## config.mk

```make
export PLATFORM = sky130hd
export DESIGN_NAME = output_fifo_flat
export DESIGN_NICKNAME = d
export VERILOG_FILES = /design/src/rtl/output_fifo_if.sv /design/src/rtl/output_fifo.sv /design/src/flat_wrapper.sv
export SDC_FILE = /design/constraint.sdc
export NUM_CORES = 1
export LEC_CHECK = 0
export BUFFER_PORTS_ARGS = -buffer_cell sky130_fd_sc_hd__buf_4
export CAP_MARGIN = 20
export CORE_MARGIN = 5
export CORE_UTILIZATION = 40
export DETAILED_ROUTE_END_ITERATION = 16
export GPL_TIMING_DRIVEN = 0
export PLACE_DENSITY = 0.55
export SYNTH_ARGS = -nofsm -noshare
export SYNTH_HDL_FRONTEND = slang
export SYNTH_SLANG_ARGS = --single-unit
```

## constraint.sdc

```tcl
create_clock -name clk -period 3 [get_ports clk]
set_input_delay 0.15 -clock clk [delete_from_list [all_inputs] [get_ports clk]]
set_output_delay 0.15 -clock clk [all_outputs]
set_load 0.01 [all_outputs]
```

## src/rtl/output_fifo_if.sv

```systemverilog
// Handshake bundle between the last pipeline stage, output_fifo and the downstream consumer.
//   valid_in/data_in   : beat from the pipeline
//   fifo_out_ready     : backpressure back to the pipeline
//   data_out/valid_out : first-word-fall-through head to the consumer
//   ready_in           : consumer accepts head this cycle
//   count/overflow     : occupancy and sticky lost-beat flag
// slave is the FIFO side; master is the environment (pipeline + consumer) side.
interface output_fifo_if #(
  parameter int unsigned DATA_SIZE = 8,
  parameter int unsigned DEPTH     = 16
);
  localparam int unsigned CountW = $clog2(DEPTH + 1);

  logic                 valid_in;
  logic [DATA_SIZE-1:0] data_in;
  logic                 fifo_out_ready;
  logic [DATA_SIZE-1:0] data_out;
  logic                 valid_out;
  logic                 ready_in;
  logic [CountW-1:0]    count;
  logic                 overflow;

  modport slave (
    input  valid_in, data_in, ready_in,
    output fifo_out_ready, data_out, valid_out, count, overflow
  );

  modport master (
    output valid_in, data_in, ready_in,
    input  fifo_out_ready, data_out, valid_out, count, overflow
  );
endinterface

```

## src/rtl/output_fifo.sv

```systemverilog
// Circular output FIFO closing the pipeline's fifo_out_ready loop.
// Accepts beats from the last pipeline stage, stores them, and presents them to the consumer on a
// first-word-fall-through valid/ready port.
// Ports:
//   clk   : system clock, rising edge
//   reset : asynchronous, active-high; clears pointers, count and overflow
//   bus   : output_fifo_if.slave (valid_in, data_in, fifo_out_ready, data_out, valid_out,
//           ready_in, count, overflow)
// DEPTH must be a power of two >= 4; SKID (0..DEPTH-2) entries stay free after fifo_out_ready
// drops to absorb beats already in flight.
module output_fifo #(
  parameter int unsigned DATA_SIZE = 8,
  parameter int unsigned DEPTH     = 16,
  parameter int unsigned SKID      = 1
) (
  input logic            clk,
  input logic            reset,
  output_fifo_if.slave   bus
);
  localparam int unsigned AddrW  = $clog2(DEPTH);
  localparam int unsigned CountW = $clog2(DEPTH + 1);

  logic [DATA_SIZE-1:0] mem [DEPTH];
  logic [AddrW-1:0]     rd_ptr_q, wr_ptr_q;
  logic [CountW-1:0]    count_q;
  logic                 overflow_q;

  logic full, pop, push, valid_out;

  assign full      = (count_q == CountW'(DEPTH));
  assign valid_out = (count_q != '0);
  assign pop       = valid_out & bus.ready_in;
  // A pop frees a slot in the same cycle, so a full FIFO still takes a beat when draining.
  assign push      = bus.valid_in & (~full | pop);

  always_ff @(posedge clk or posedge reset) begin
    if (reset) begin
      rd_ptr_q   <= '0;
      wr_ptr_q   <= '0;
      count_q    <= '0;
      overflow_q <= 1'b0;
    end else begin
      if (pop) begin
        rd_ptr_q <= rd_ptr_q + AddrW'(1);
      end
      if (push) begin
        wr_ptr_q <= wr_ptr_q + AddrW'(1);
      end
      if (push && !pop) begin
        count_q <= count_q + CountW'(1);
      end else if (pop && !push) begin
        count_q <= count_q - CountW'(1);
      end
      if (bus.valid_in && full && !pop) begin
        overflow_q <= 1'b1;
      end
    end
  end

  // Storage is deliberately not reset; valid_out masks stale contents.
  always_ff @(posedge clk) begin
    if (push) begin
      mem[wr_ptr_q] <= bus.data_in;
    end
  end

  // Derived only from registered count so the pipeline loop has no combinational path.
  assign bus.fifo_out_ready = (count_q < CountW'(DEPTH - SKID));
  assign bus.valid_out      = valid_out;
  assign bus.data_out       = mem[rd_ptr_q];
  assign bus.count          = count_q;
  assign bus.overflow       = overflow_q;
endmodule
```

## src/flat_wrapper.sv

```systemverilog
// flat-port wrapper written by rule: the top's interface ports become plain ports
module output_fifo_flat 
#(
  parameter int unsigned DATA_SIZE = 8,
  parameter int unsigned DEPTH     = 16,
  parameter int unsigned SKID      = 1
)
  (clk, reset, bus_valid_in, bus_data_in, bus_ready_in, bus_fifo_out_ready, bus_data_out, bus_valid_out, bus_count, bus_overflow);
  output_fifo_if #(.DATA_SIZE(DATA_SIZE), .DEPTH(DEPTH)) bus_i ();
  input logic clk;
  input logic reset;
  input wire logic [$bits(bus_i.valid_in)-1:0] bus_valid_in;
  input wire logic [$bits(bus_i.data_in)-1:0] bus_data_in;
  input wire logic [$bits(bus_i.ready_in)-1:0] bus_ready_in;
  output wire logic [$bits(bus_i.fifo_out_ready)-1:0] bus_fifo_out_ready;
  output wire logic [$bits(bus_i.data_out)-1:0] bus_data_out;
  output wire logic [$bits(bus_i.valid_out)-1:0] bus_valid_out;
  output wire logic [$bits(bus_i.count)-1:0] bus_count;
  output wire logic [$bits(bus_i.overflow)-1:0] bus_overflow;
  assign bus_i.valid_in = bus_valid_in;
  assign bus_i.data_in = bus_data_in;
  assign bus_i.ready_in = bus_ready_in;
  assign bus_fifo_out_ready = bus_i.fifo_out_ready;
  assign bus_data_out = bus_i.data_out;
  assign bus_valid_out = bus_i.valid_out;
  assign bus_count = bus_i.count;
  assign bus_overflow = bus_i.overflow;
  output_fifo #(.DATA_SIZE(DATA_SIZE), .DEPTH(DEPTH), .SKID(SKID)) u_core (.clk(clk), .reset(reset), .bus(bus_i));
endmodule
```

==> impl_results.md <==
* Status: completed
* # port buffers at 27
* Overflow after GRT at 0
* Pre-CTS setup slack at 0.0444 ns
* Hold Crit Class: in -> reg
* Flop2flop setup slack at about 0.18 ns
* Hold Crit Start: bus_data_in[2]
* Final wirelength at 11,700 µm
* WHS Endpoint: u_core.mem[10][2]
* WS Path Type: reg -> reg
* Hpwl dp at roughly 8000 µm
* Net Count, Synth at 348
* Clock share of power at a little under a third
* Power per cell area at 1010 nW/µm²
* ANT nets after route at 0
* First-pass GRT wire length at 18,100 µm
* Critical path's largest stage delay at 0.60 ns
* Die height at about 130 µm
* Final setup margin at 0.183 ns
* Min cycle time layout at 2.82 ns
* Dominant cells by area after synthesis: edfxtp_1 (66%), mux4_2 (6.2%), dfrtp_1 (6.0%), mux2i_1 (5.7%), a221oi_1 (2.4%)
* Top FF cell, synth: edfxtp_1
* Flops & latches, synth at 142
* Fin crit share at 93.9%
* Synth area leader: edfxtp_1
* Initial antenna violation count at 0
* # IOs at 28
* Nets at 401
* Design Area, Final at between 6000 and 7000 µm²
* Number of core rows at 44
* Sequential power share at 36.6%
* Slowest CP cell: or4_4
* Commonest non-fill, non-tap cell in the layout: edfxtp_1
* Setup-failing EPs final at 0
* Post-DR wirelength/cell at between 20 and 25 µm
* Logic gate share of total power at 33.3%
* CP Capture Type: flip-flop
* Crit-path cells: or4_4 > o21a_4 > inv_1 > ha_1 > inv_1 > fa_1 > a21o_1 > a21oi_2 > mux2i_1 > xnor2_1
* Sequential area share after synthesis at 72.3%
* Post-synth EDFFs at between 100 and 150
* Largest net degree at the start of global routing at 17
* Final TNS setup at 0 ns
* Reg2reg start: u_core.bus.count[2]
* Core Region at 14,400 µm²
* Ratio of cells with drive above 1 in the final layout at 26.8%
* Worst-case clock buffer depth at 2
* Layout area overhead at 19.2%
* Ant diodes at 0
* TritonCTS clock tree: done
* Post-DP Area at 6290 µm²
* Critical path startpoint category: flip-flop
* Rel. slew slack at 32.0%
* Clock-pin slew on the worst setup and hold paths at 0.06 ns
* Most common cell on crit path: inv_1
* CP Data Arrival Time at 3.16 ns
* Post-synth top area share at around two thirds
* Count of final hold-check violations at 0
* Cells on worst reg2reg path at 10
* Syn avg cell area at roughly 18 µm²
* # clock sinks at around 140
* Static leakage at 2.47 nW
* Int Power at 4.77 mW
* Net Switching at between 2 and 2.5 mW
* Post-Synth Adder-Cell Area at 2.29%
* VDD IR max at 0.448 mV
* Routed vias/inst at 5.20
* WP data required at between 3 and 4 ns
* Skew-Pair Late Insertion Delay at 0.42 ns
* Max Cap Viol at 0
* Routed via count at 2,997
* Max Transition Viols Final at 0
* Pre-Repair DR Iteration Count at 4
* Simple-Gate Fraction of Synth Area at under 10%
* All-layer global routing usage at 15.0%
* Fin Clk Skew at 0.00643 ns
* Initial core utilization at 40.4%
* Most frequent cells in the layout: edfxtp_1 (128), mux2i_1 (33), buf_4 (33)
* Worst Path Max Fanout at 5
* F_max at 355 MHz
* Largest family of logic cells by synthesized area: multiplexers
* Die area at between 15,000 and 20,000 µm²
* Cell Area, Synth at 5800 µm²
* Total CTS buffers at 17
* Starting DRT DRC Count at approximately 220
* Gate Count Post-Synth at approximately 330
* DIE WIDTH at 130 µm
* Clock root cell: clkbuf_16
* DR DRC count at 0
* Mux cell area share after synthesis at between 10% and 20%
* XOR/XNOR share of the synthesized area at 1.51%
* Vias in the first global route at 3,078
* Synth unique cells at 35
* H-tree levels at 4
* GP Congestion at between 0.7 and 0.8
* Async SR Flop Fraction at 9.86%
* RSZ-0062 raised after global routing: no
* YS warnings at 0
* Reg2Reg Capture Point: u_core.bus.count[4]
* Compound-Gate Fraction of Synth Area at around 5.7%
* Worst Hold Depth at 1
* Worst-margin pin slew at 1.02 ns
* Filler cells at 1,246
* Sw Share at 32.0%
==> Yosys cell counts (all sizes together), types with 2 or more instances <==
| master | n |
|---|---|
| edfxtp | 128 |
| a21o | 3 |
| nor2 | 11 |
| buf | 12 |
| nand3 | 2 |
| inv | 11 |
| xor2 | 2 |
| nor4 | 4 |
| nand2 | 13 |
| dfrtp | 14 |
| xnor2 | 8 |
| o21ai | 12 |
| mux4 | 16 |
| a21oi | 2 |
| and2 | 5 |
| mux2 | 2 |
| ha | 9 |
| a22oi | 8 |
| a221oi | 16 |
| clkbuf | 5 |
| mux2i | 33 |
==> worst max path at each step <==
stage / endpoint / from / slack (ns) / cells past startpoint
5_1_grt: u_core.bus.count[4] / u_core.bus.count[2] / 0.05 / 10
4_1_cts: u_core.bus.count[4] / u_core.bus.count[0] / 0.0007 / 10
3_5_place_dp: u_core.bus.count[4] / u_core.bus.count[0] / 0.04 / 10
3_3_place_gp: u_core.bus.count[4] / u_core.bus.count[0] / 0.11 / 10
2_1_floorplan: u_core.bus.count[4] / u_core.bus.count[2] / 0.30 / 10
6_report: u_core.bus.count[4] / u_core.bus.count[2] / 0.18 / 10
==> cells by family (layout without fill, tap and decap cells) <==
| kind of cell | count (synthesis) | count (layout) |
|---|---|---|
| buf+inv | 28 | 94 |
| mux | 51 | 51 |
| xor+xnor | 10 | 10 |
| fa+ha+maj | 10 | 10 |
| flops | 142 | 142 |
| compound gates | 43 | 43 |
| simple gates | 42 | 42 |
==> power groups by stage <==
stage / combinational, mW / sequential [mW] / clock, mW
finish: 2.34 / 2.57 / 2.11
global placement: 2.31 / 2.60 / 0
floorplan: 1.51 / 2.60 / 0
global route: 2.54 / 2.60 / 2.24
CTS: 2.37 / 2.57 / 2.15
detailed placement: 2.36 / 2.61 / 0
==> final cells by class <==
class	instances	area, µm²	share of cell area [%]
Sequential cell	142	4200	60.7
Multi-Input combinational cell	156	1510	21.8
Clock buffer	18	429	6.21
Timing Repair Buffer	34	260	3.76
Tap cell	184	230	3.33
Clock inverter	14	165	2.39
Buffer	17	81.3	1.18
Inverter	11	43.8	0.633
==> sequential cells by signal, summed over array words and instances, names as in the netlist <==
signal	flops
u_core.mem	128
u_core.bus.count	5
u_core.rd_ptr_q	4
u_core.wr_ptr_q	4
u_core.bus.overflow	1
==> metrics by stage <==
| step | instances | power [mW] | hold slack [ns] | util, % |
|---|---|---|---|---|
| 2_1_floorplan | 326 | 4.10 | 0.0392 | - |
| 3_3_place_gp | 537 | 4.91 | 0.237 | 43.4 |
| 3_5_place_dp | 541 | 4.97 | 0.239 | 43.8 |
| 4_1_cts | 575 | 7.09 | 0.0320 | 48.0 |
| 5_1_grt | 576 | 7.39 | 0.0426 | 48.1 |
| 6_report | 576 | 7.01 | 0.0432 | 48.1 |
==> routing by layer <==
layer / track usage [%] / wire [µm] / part of all wire (%)
met5: 0 / 0 / 0
met4: 5.99 / 255 / 2.2
met3: 4.80 / 463 / 3.9
met2: 23.1 / 5640 / 48
met1: 20.1 / 5370 / 46
==> timing repair <==
item	CTS	global route
resized for setup	0	2
setup buffers	0	1
setup endpoints to repair	0	1
hold endpoints to repair	15	0
hold buffers	2	0
==> critical path: cells and delay by family, from the launching register on <==
family / cells / cell delay, ns
buffers and inverters: 2 / 0.17
and+or+nand+nor: 1 / 0.60
xor gates and xnor gates: 1 / 0.13
AOI/OAI and AO/OA: 3 / 0.60
adders and majority gates: 2 / 0.57
muxes: 1 / 0.24
DFF: 1 / 0.43
(Power assumes the default switching activity.)
